[src/rtl/kgp_run_controller.sv]
// Run controller for the KGP_RISC core: sequences core reset/enable, detects halt
// (PC stable) or cycle-budget timeout, then freezes the core and latches its final PC/Result.
module kgp_run_controller #(
    parameter int unsigned RESET_CYCLES  = 1,
    parameter int unsigned STABLE_CYCLES = 4,
    parameter int unsigned MAX_CYCLES    = 60
) (
    input  logic        Clk,
    input  logic        Reset,
    input  logic        start,
    input  logic [31:0] PCValue,
    input  logic [31:0] Result,
    output logic        cpu_reset,
    output logic        cpu_ena,
    output logic        busy,
    output logic        done,
    output logic        timeout,
    output logic [31:0] final_pc,
    output logic [31:0] final_result,
    output logic [31:0] cycle_count
);

    typedef enum logic [1:0] {
        S_IDLE,
        S_RESET_CPU,
        S_RUN,
        S_DONE
    } state_t;

    state_t      r_state, w_state_next;
    logic        r_cpu_reset, w_cpu_reset_next;
    logic        r_cpu_ena, w_cpu_ena_next;
    logic        r_busy, w_busy_next;
    logic        r_done, w_done_next;
    logic        r_timeout, w_timeout_next;
    logic [31:0] r_final_pc, w_final_pc_next;
    logic [31:0] r_final_result, w_final_result_next;
    logic [31:0] r_cycle_count, w_cycle_count_next;
    logic [31:0] r_rst_cnt, w_rst_cnt_next;
    logic [31:0] r_stable_cnt, w_stable_cnt_next;
    logic [31:0] r_prev_pc, w_prev_pc_next;
    logic [31:0] w_cnt_inc;
    logic [31:0] w_rst_inc;
    logic        w_halt;
    logic        w_budget_out;

    assign w_cnt_inc = (r_cycle_count == '1) ? r_cycle_count : r_cycle_count + 32'd1;
    assign w_rst_inc = r_rst_cnt + 32'd1;

    always_comb begin
        w_state_next        = r_state;
        w_cpu_reset_next    = r_cpu_reset;
        w_cpu_ena_next      = r_cpu_ena;
        w_busy_next         = r_busy;
        w_done_next         = r_done;
        w_timeout_next      = r_timeout;
        w_final_pc_next     = r_final_pc;
        w_final_result_next = r_final_result;
        w_cycle_count_next  = r_cycle_count;
        w_rst_cnt_next      = r_rst_cnt;
        w_stable_cnt_next   = r_stable_cnt;
        w_prev_pc_next      = r_prev_pc;
        w_halt              = 1'b0;
        w_budget_out        = 1'b0;

        case (r_state)
            S_IDLE, S_DONE: begin
                if (start) begin
                    w_state_next       = S_RESET_CPU;
                    w_cpu_reset_next   = 1'b1;
                    w_cpu_ena_next     = 1'b1;
                    w_busy_next        = 1'b1;
                    w_done_next        = 1'b0;
                    w_timeout_next     = 1'b0;
                    w_cycle_count_next = '0;
                    w_rst_cnt_next     = '0;
                end
            end

            S_RESET_CPU: begin
                w_rst_cnt_next = w_rst_inc;
                if (w_rst_inc >= 32'(RESET_CYCLES)) begin
                    w_state_next      = S_RUN;
                    w_cpu_reset_next  = 1'b0;
                    w_stable_cnt_next = '0;
                end
            end

            S_RUN: begin
                w_cycle_count_next = w_cnt_inc;
                w_prev_pc_next     = PCValue;
                // prev_pc is stale from an earlier run on the first RUN cycle
                if (r_cycle_count == '0)
                    w_stable_cnt_next = '0;
                else if (PCValue == r_prev_pc)
                    w_stable_cnt_next = r_stable_cnt + 32'd1;
                else
                    w_stable_cnt_next = '0;

                w_halt       = (w_stable_cnt_next == 32'(STABLE_CYCLES));
                w_budget_out = (w_cnt_inc == 32'(MAX_CYCLES));

                if (w_halt || w_budget_out) begin
                    w_state_next        = S_DONE;
                    w_final_pc_next     = PCValue;
                    w_final_result_next = Result;
                    w_cpu_ena_next      = 1'b0;
                    w_busy_next         = 1'b0;
                    w_done_next         = 1'b1;
                    w_timeout_next      = !w_halt;
                end
            end

            default: w_state_next = S_IDLE;
        endcase
    end

    always_ff @(posedge Clk) begin
        if (Reset) begin
            r_state        <= S_IDLE;
            r_cpu_reset    <= 1'b0;
            r_cpu_ena      <= 1'b0;
            r_busy         <= 1'b0;
            r_done         <= 1'b0;
            r_timeout      <= 1'b0;
            r_final_pc     <= '0;
            r_final_result <= '0;
            r_cycle_count  <= '0;
            r_rst_cnt      <= '0;
            r_stable_cnt   <= '0;
            r_prev_pc      <= '0;
        end else begin
            r_state        <= w_state_next;
            r_cpu_reset    <= w_cpu_reset_next;
            r_cpu_ena      <= w_cpu_ena_next;
            r_busy         <= w_busy_next;
            r_done         <= w_done_next;
            r_timeout      <= w_timeout_next;
            r_final_pc     <= w_final_pc_next;
            r_final_result <= w_final_result_next;
            r_cycle_count  <= w_cycle_count_next;
            r_rst_cnt      <= w_rst_cnt_next;
            r_stable_cnt   <= w_stable_cnt_next;
            r_prev_pc      <= w_prev_pc_next;
        end
    end

    assign cpu_reset    = r_cpu_reset;
    assign cpu_ena      = r_cpu_ena;
    assign busy         = r_busy;
    assign done         = r_done;
    assign timeout      = r_timeout;
    assign final_pc     = r_final_pc;
    assign final_result = r_final_result;
    assign cycle_count  = r_cycle_count;

endmodule

[config.mk]
export PLATFORM = sky130hd
export DESIGN_NAME = kgp_run_controller
export DESIGN_NICKNAME = d
export VERILOG_FILES = /design/src/rtl/kgp_run_controller.sv
export SDC_FILE = /design/constraint.sdc
export NUM_CORES = 1
export LEC_CHECK = 0
export BUFFER_PORTS_ARGS = -buffer_cell sky130_fd_sc_hd__buf_2
export CORE_ASPECT_RATIO = 1.75
export CORE_MARGIN = 1.5
export CORE_UTILIZATION = 55
export DETAILED_ROUTE_END_ITERATION = 16
export PLACE_DENSITY_LB_ADDON = 0.1
export SLEW_MARGIN = 20
export SYNTH_ARGS = -nofsm -noshare
export SYNTH_HDL_FRONTEND = slang
export SYNTH_SLANG_ARGS = --single-unit
export TNS_END_PERCENT = 50
[constraint.sdc]
create_clock -name Clk -period 7.6 [get_ports Clk]
set_input_delay 1.52 -clock Clk [delete_from_list [all_inputs] [get_ports Clk]]
set_output_delay 1.52 -clock Clk [all_outputs]
set_load 0.01 [all_outputs]
==> results of run 1 <==
[state kept, by name, summed over array words and instances (netlist names)]
signal,flops
r_rst_cnt,32
cycle_count,32
busy,1
r_stable_cnt,32
timeout,1
cpu_reset,1
r_prev_pc,32
final_pc,32
r_state,2
final_result,32
done,1
[power by group]
part | switching [uW] | internal (uW)
registers | 41.7 | 1090
clock network | 426 | 541
logic | 461 | 211
[how the worst min path moves through the flow]
stage	start	end	slack, ps
3_3_place_gp	final_result[28]	final_result[28]	450
4_1_cts	final_result[25]	final_result[25]	470
5_1_grt	final_result[6]	final_result[6]	490
3_5_place_dp	final_result[25]	final_result[25]	460
2_1_floorplan	r_stable_cnt[31]	r_stable_cnt[31]	440
6_report	final_result[19]	final_result[19]	470
[layout make-up]
class / count / area (um^2)
sequential: 198 / 3960
timing repair buffer: 178 / 921
multi-input combinational: 1112 / 6560
tap: 245 / 307
inverter: 20 / 76.3
clock inverter: 12 / 166
fill: 1800 / 7370
clock buffer: 20 / 457
[layer usage]
| metal | vias up | GRT usage | wire (um) |
|---|---|---|---|
| li1 | 5458 | - | - |
| met1 | 5370 | 0.346 | 13000 |
| met2 | 368 | 0.520 | 15900 |
| met3 | 71 | 0.0536 | 1720 |
| met4 | 2 | 0.123 | 1010 |
| met5 | - | 0 | 14 |
[logic make-up after synthesis]
family                   Yosys count  share of synthesized area
adder cells (fa/ha/maj)            9                     0.0101
buffers and inverters            149                     0.0605
multiplexers                      39                     0.0349
AO/OA/AOI/OAI                    415                      0.221
XOR/XNOR                          58                     0.0455
flip-flops                       198                      0.355
AND/OR/NAND/NOR                  591                      0.274
[cell usage in the layout, fill, tap and decap left out, types with 5 or more instances in the layout]
master       n
nand2_1    109
ha_1         8
clkbuf_16   17
buf_4       12
a211oi_1    14
and2_1       5
a31o_2       5
nor3_1      46
o21ai_0    130
dfxtp_1    198
a31oi_1     10
o31a_1       5
nor4_1      28
or3_1       16
xnor2_1     45
and4_1      18
o2111ai_1    5
inv_1       19
o31ai_1     22
xor2_1      13
nand4_1     39
or4_1        5
a22oi_1      8
o21ai_1     20
nand2b_1     5
a311oi_1    18
buf_2      166
nor2_1     140
nand3_1    114
o211ai_1     5
nor2b_1     12
mux2i_1     39
and3_1      17
a21oi_1    134
nand4_2      5
[metrics by stage]
stage | cell area, um^2 | hold WS [ps] | worst slack, ps
after detailed placement | 11800 | 462 | 2740
after global routing | 12500 | 488 | 2960
after CTS | 12500 | 471 | 3190
after global placement | 11800 | 453 | 2820
final | 12500 | 470 | 3160
after floorplan | 11200 | 445 | 3840
[worst max-delay path: cells and delay by family]
family	cells	cell delay, ps
XOR/XNOR	1	210
AND/OR/NAND/NOR	5	1780
AO/OA/AOI/OAI	3	600
buffers and inverters	2	670
==> results.py, run 1 <==
metrics = {
    "route": {
        "drt_iter0_markers": 904,
        "remaining_drc_errors": 0,
        "routed_wl_mm": 31.6,
        "ant_nets": 0,
        "wire_per_inst_um": 17.7,
        "vias_per_cell": 6.31,
        "dr.pass1.iters": 5,
        "via_count": 11300,
    },
    "cts": {
        "insertion_delay_ps": 450,
        "cts_tree": "yes",
        "htree_levels": 4,
        "post_cts_resized": 0,
        "clock_path_buffers": 2,
        "root_buffer": "clkbuf_16",
        "cts_setup_buffers": 0,
        "cts_buffers": 17,
        "cts_hold_buf": 0,
        "clock-sinks": 198,
        "clk_pin_slew_ps": 70,
    },
    "worst_setup_path": {
        "worstPathArrival_ps": 4800,
        "start_kind": "input pin",
        "path_class": "input pin to flop",
        "cp_max_fo": 65,
        "startpoint": "PCValue[15]",
        "r2r-start": "cycle_count[0]",
        "crit_path_top_delay_cell": "or4_4",
        "max_stage_delay_ps": 590,
        "cp-end-kind": "flop",
        "reg2regPathDepth": 11,
        "crit_chain": "buf_2, xnor2_1, nand4_1, nor4_1, o211ai_1, or4_4, nor4_2, a21o_2, buf_4, nand3_1, a21oi_1",
        "reg2reg_to": "final_pc[26]",
        "reg2reg_slack_ps": 3250,
        "cp-endpoint": "final_pc[26]",
        "required_ps": 7960,
    },
    "synth": {
        "synth_area_per_cell_um2": 7.66,
        "yosysTopAreaCell": "dfxtp_1",
        "ys_ff_latch": 198,
        "synthCells": 1459,
        "synth.distinct_cells": 71,
        "ys.flop_type": "dfxtp_1",
        "yosysWarnings": 0,
        "syn_nets": 1535,
        "yosysSeqAreaShare": 0.355,
        "yosysMostFrequentCell": "dfxtp_1",
        "netlist_area_um2": 11200,
        "netlist_top_cells_count": "198 x dfxtp_1, 140 x nor2_1, 135 x a21oi_1, 131 x o21ai_0, 114 x nand3_1",
        "synth-edff-count": 0,
        "synthArstFlopShare": 0,
        "synth_top_cells_by_area": "dfxtp_1 35%, a21oi_1 6.0%, o21ai_0 5.9%",
        "netlist.area_leader.share": 0.355,
    },
    "floorplanning": {
        "dieArea_um2": 21200,
        "num_rows": 68,
        "core_um2": 19800,
        "die_h_um": 192,
        "ios": 168,
        "die_w_um": 111,
        "initial_core_util": 0.564,
    },
    "pwr": {
        "p_per_area_nw_per_um2": 222,
        "ir_worst_vdd_v": 0.000208,
        "p_leak_uw": 0.00444,
        "total_power_uw": 2770,
    },
    "timing": {
        "rsz0062_at_grt": "no",
        "max_slew_margin": 0.281,
        "final.min_clock_period_ps": 4440,
        "tns_ps": 0,
        "hold_viol": 0,
        "period_share": 0.584,
        "worst_pin_slew_ps": 1080,
        "fmax_ghz": 0.225,
        "slew_viol_final": 0,
        "finalSetupViolations": 0,
        "finClkSkew_ps": 11.0,
    },
    "global_route": {
        "grt_pass1_vias": 10200,
        "antenna_found_initial": 1,
        "grt_remaining_overflow": 0,
        "grt_pass1_wl_mm": 51.4,
        "grt_max_degree": 104,
        "grt_usage": 0.293,
    },
    "min_path": {
        "min_delay_path_depth": 2,
        "worstHoldPathType": "flop to flop",
    },
    "final_layout": {
        "fin_nets": 1603,
        "final_cells": 1785,
        "final_core_util": 0.628,
        "insertedDiodeCount": 0,
        "syn2layout_area_growth_pct": 11.5,
        "drive_gt1_frac": 0.156,
    },
    "status": {
        "status": "finished clean",
    },
    "placement": {
        "dp_hpwl_mm": 21.4,
        "gp_congestion": 0.905,
        "dpl.cell_count": 1753,
        "port-buffer-count": 167,
    },
    "job": {
        "cap_violations": 0,
    },
}
Power figures use the tool's default switching activity.
==> inputs of run 2 (changes only) <==
--- a/config.mk
+++ b/config.mk
@@ -8,7 +8,7 @@
 export BUFFER_PORTS_ARGS = -buffer_cell sky130_fd_sc_hd__buf_2
 export CORE_ASPECT_RATIO = 1.75
 export CORE_MARGIN = 1.5
-export CORE_UTILIZATION = 55
+export CORE_UTILIZATION = 52
 export DETAILED_ROUTE_END_ITERATION = 16
 export PLACE_DENSITY_LB_ADDON = 0.1
 export SLEW_MARGIN = 20
==> constraint.sdc (replaced) <==
create_clock -name Clk -period 3.6 [get_ports Clk]
set_input_delay 0.72 -clock Clk [delete_from_list [all_inputs] [get_ports Clk]]
set_output_delay 0.72 -clock Clk [all_outputs]
set_load 0.01 [all_outputs]
==> run 2 against run 1 <==
Combinational power rose by 120%. Global-route usage shrank 0.19 points. Die area rose by 5.6%. Critical path depth increased by 1. Largest cell class unchanged. Non-clock buffer count is 70 higher. Flip-flop and latch count stayed put. Via count is 2.9% higher. Design area increased by 5.1%. Largest power group unchanged. Sequential power grew 110%. Clock skew about the same. Power rose by 110%. Clock-buffer cell count unchanged.
==> results.py, run 2 (synthesis results as in run 1) <==
metrics = {
    "status": {
        "status": "finished clean",
    },
    "pwr": {
        "p_per_area_nw_per_um2": 439,
        "total_power_uw": 5740,
        "ir_worst_vdd_v": 0.000314,
        "p_leak_uw": 0.00483,
    },
    "cts": {
        "clock_path_buffers": 2,
        "clock-sinks": 198,
        "htree_levels": 4,
        "cts_buffers": 17,
        "cts_setup_buffers": 0,
        "cts_hold_buf": 0,
        "clk_pin_slew_ps": 70,
        "cts_tree": "yes",
        "post_cts_resized": 0,
        "root_buffer": "clkbuf_16",
        "insertion_delay_ps": 440,
    },
    "timing": {
        "fmax_ghz": 0.291,
        "tns_ps": 0,
        "holdWs_ps": 471,
        "final.min_clock_period_ps": 3430,
        "worst_pin_slew_ps": 937,
        "hold_viol": 0,
        "slew_viol_final": 0,
        "max_slew_margin": 0.376,
        "rsz0062_at_grt": "no",
        "period_share": 0.954,
        "layout_setup_ws_ps": 166,
        "finalSetupViolations": 0,
        "finClkSkew_ps": 10.9,
    },
    "worst_setup_path": {
        "required_ps": 3960,
        "cp-end-kind": "flop",
        "start_kind": "flop",
        "r2r-start": "cycle_count[0]",
        "startpoint": "cycle_count[0]",
        "path_class": "flop to flop",
        "worstPathArrival_ps": 3790,
        "cp_max_fo": 37,
    },
    "route": {
        "wire_per_inst_um": 17.8,
        "ant_nets": 0,
        "dr.pass1.iters": 5,
        "remaining_drc_errors": 0,
        "drt_iter0_markers": 827,
        "via_count": 11600,
        "vias_per_cell": 6.23,
        "routed_wl_mm": 33.1,
    },
    "final_layout": {
        "syn2layout_area_growth_pct": 17.1,
        "mostFrequentLayoutCells": "198 x dfxtp_1, 166 x buf_2, 139 x nor2_1",
        "final_core_util": 0.623,
        "drive_gt1_frac": 0.196,
        "multi_input_area_um2": 6610,
        "final_common_cell": "dfxtp_1",
        "ff_latch_area_um2": 3960,
        "n_fill_cell": 1976,
        "fin_nets": 1673,
    },
    "floorplanning": {
        "num_rows": 70,
        "dieArea_um2": 22400,
        "die_w_um": 114,
        "initial_core_util": 0.532,
        "die_h_um": 197,
        "ios": 168,
        "core_um2": 21000,
    },
    "placement": {
        "port-buffer-count": 167,
        "gp_congestion": 1.03,
        "post-place-ws_ps": 79.3,
        "dp_hpwl_mm": 23.2,
    },
    "min_path": {
        "worstHoldPathType": "flop to flop",
        "hp-start": "final_pc[28]",
    },
    "global_route": {
        "grt_usage": 0.291,
        "grt_remaining_overflow": 0,
        "grt_pass1_wl_mm": 53.4,
        "grt_max_degree": 98,
        "antenna_found_initial": 1,
        "grt_pass1_vias": 10800,
    },
    "job": {
        "cap_violations": 0,
    },
}
## run 2: where the power goes
part | switching [uW] | internal (uW) | total, uW | leakage (uW)
Clock | 858 | 1060 | 1920 | 0.000279
Combinational | 974 | 473 | 1450 | 0.00295
Sequential | 87.6 | 2290 | 2380 | 0.00160
## run 2: critical path, cell delays in order, from the launching register on
cell      delay [ps]
dfxtp_1          450
ha_1             310
and3_1           220
nand2_1          230
nor4_4           340
buf_12           190
o31ai_1           80
a211oi_1         420
and4_1           380
a21o_2           220
buf_12           200
nand3_1          100
a21oi_1          190
## run 2: layout make-up
type / count / area share
clock inverter: 11 / 0.00947
multi-input combinational: 1112 / 0.505
clock buffer: 20 / 0.0349
tap: 252 / 0.0241
sequential: 198 / 0.303
timing repair buffer: 248 / 0.118
antenna: 1 / 0.000191
inverter: 20 / 0.00574
## run 2: worst paths after layout
check,endpoint,slack [ps],cells after the start
setup / recovery,final_pc[29],170,12
hold / removal,final_pc[28],470,2
setup reg to reg,final_pc[29],170,12
hold reg to reg,final_pc[28],470,2
## run 2: through the flow
step	cell area, um^2	std cells
2_1_floorplan	11200	1459
3_3_place_gp	12500	1830
3_5_place_dp	12500	1830
4_1_cts	13000	1861
5_1_grt	13100	1861
6_report	13100	1862
## run 2: layer usage
metal / routed length [um] / global-route usage / up-vias / share of wire
li1: - / - / 5618 / -
met1: 13600 / 0.336 / 5500 / 0.41
met2: 16600 / 0.526 / 400 / 0.50
met3: 1770 / 0.0452 / 81 / 0.053
met4: 1140 / 0.126 / 0 / 0.035
met5: 0 / 0 / - / 0
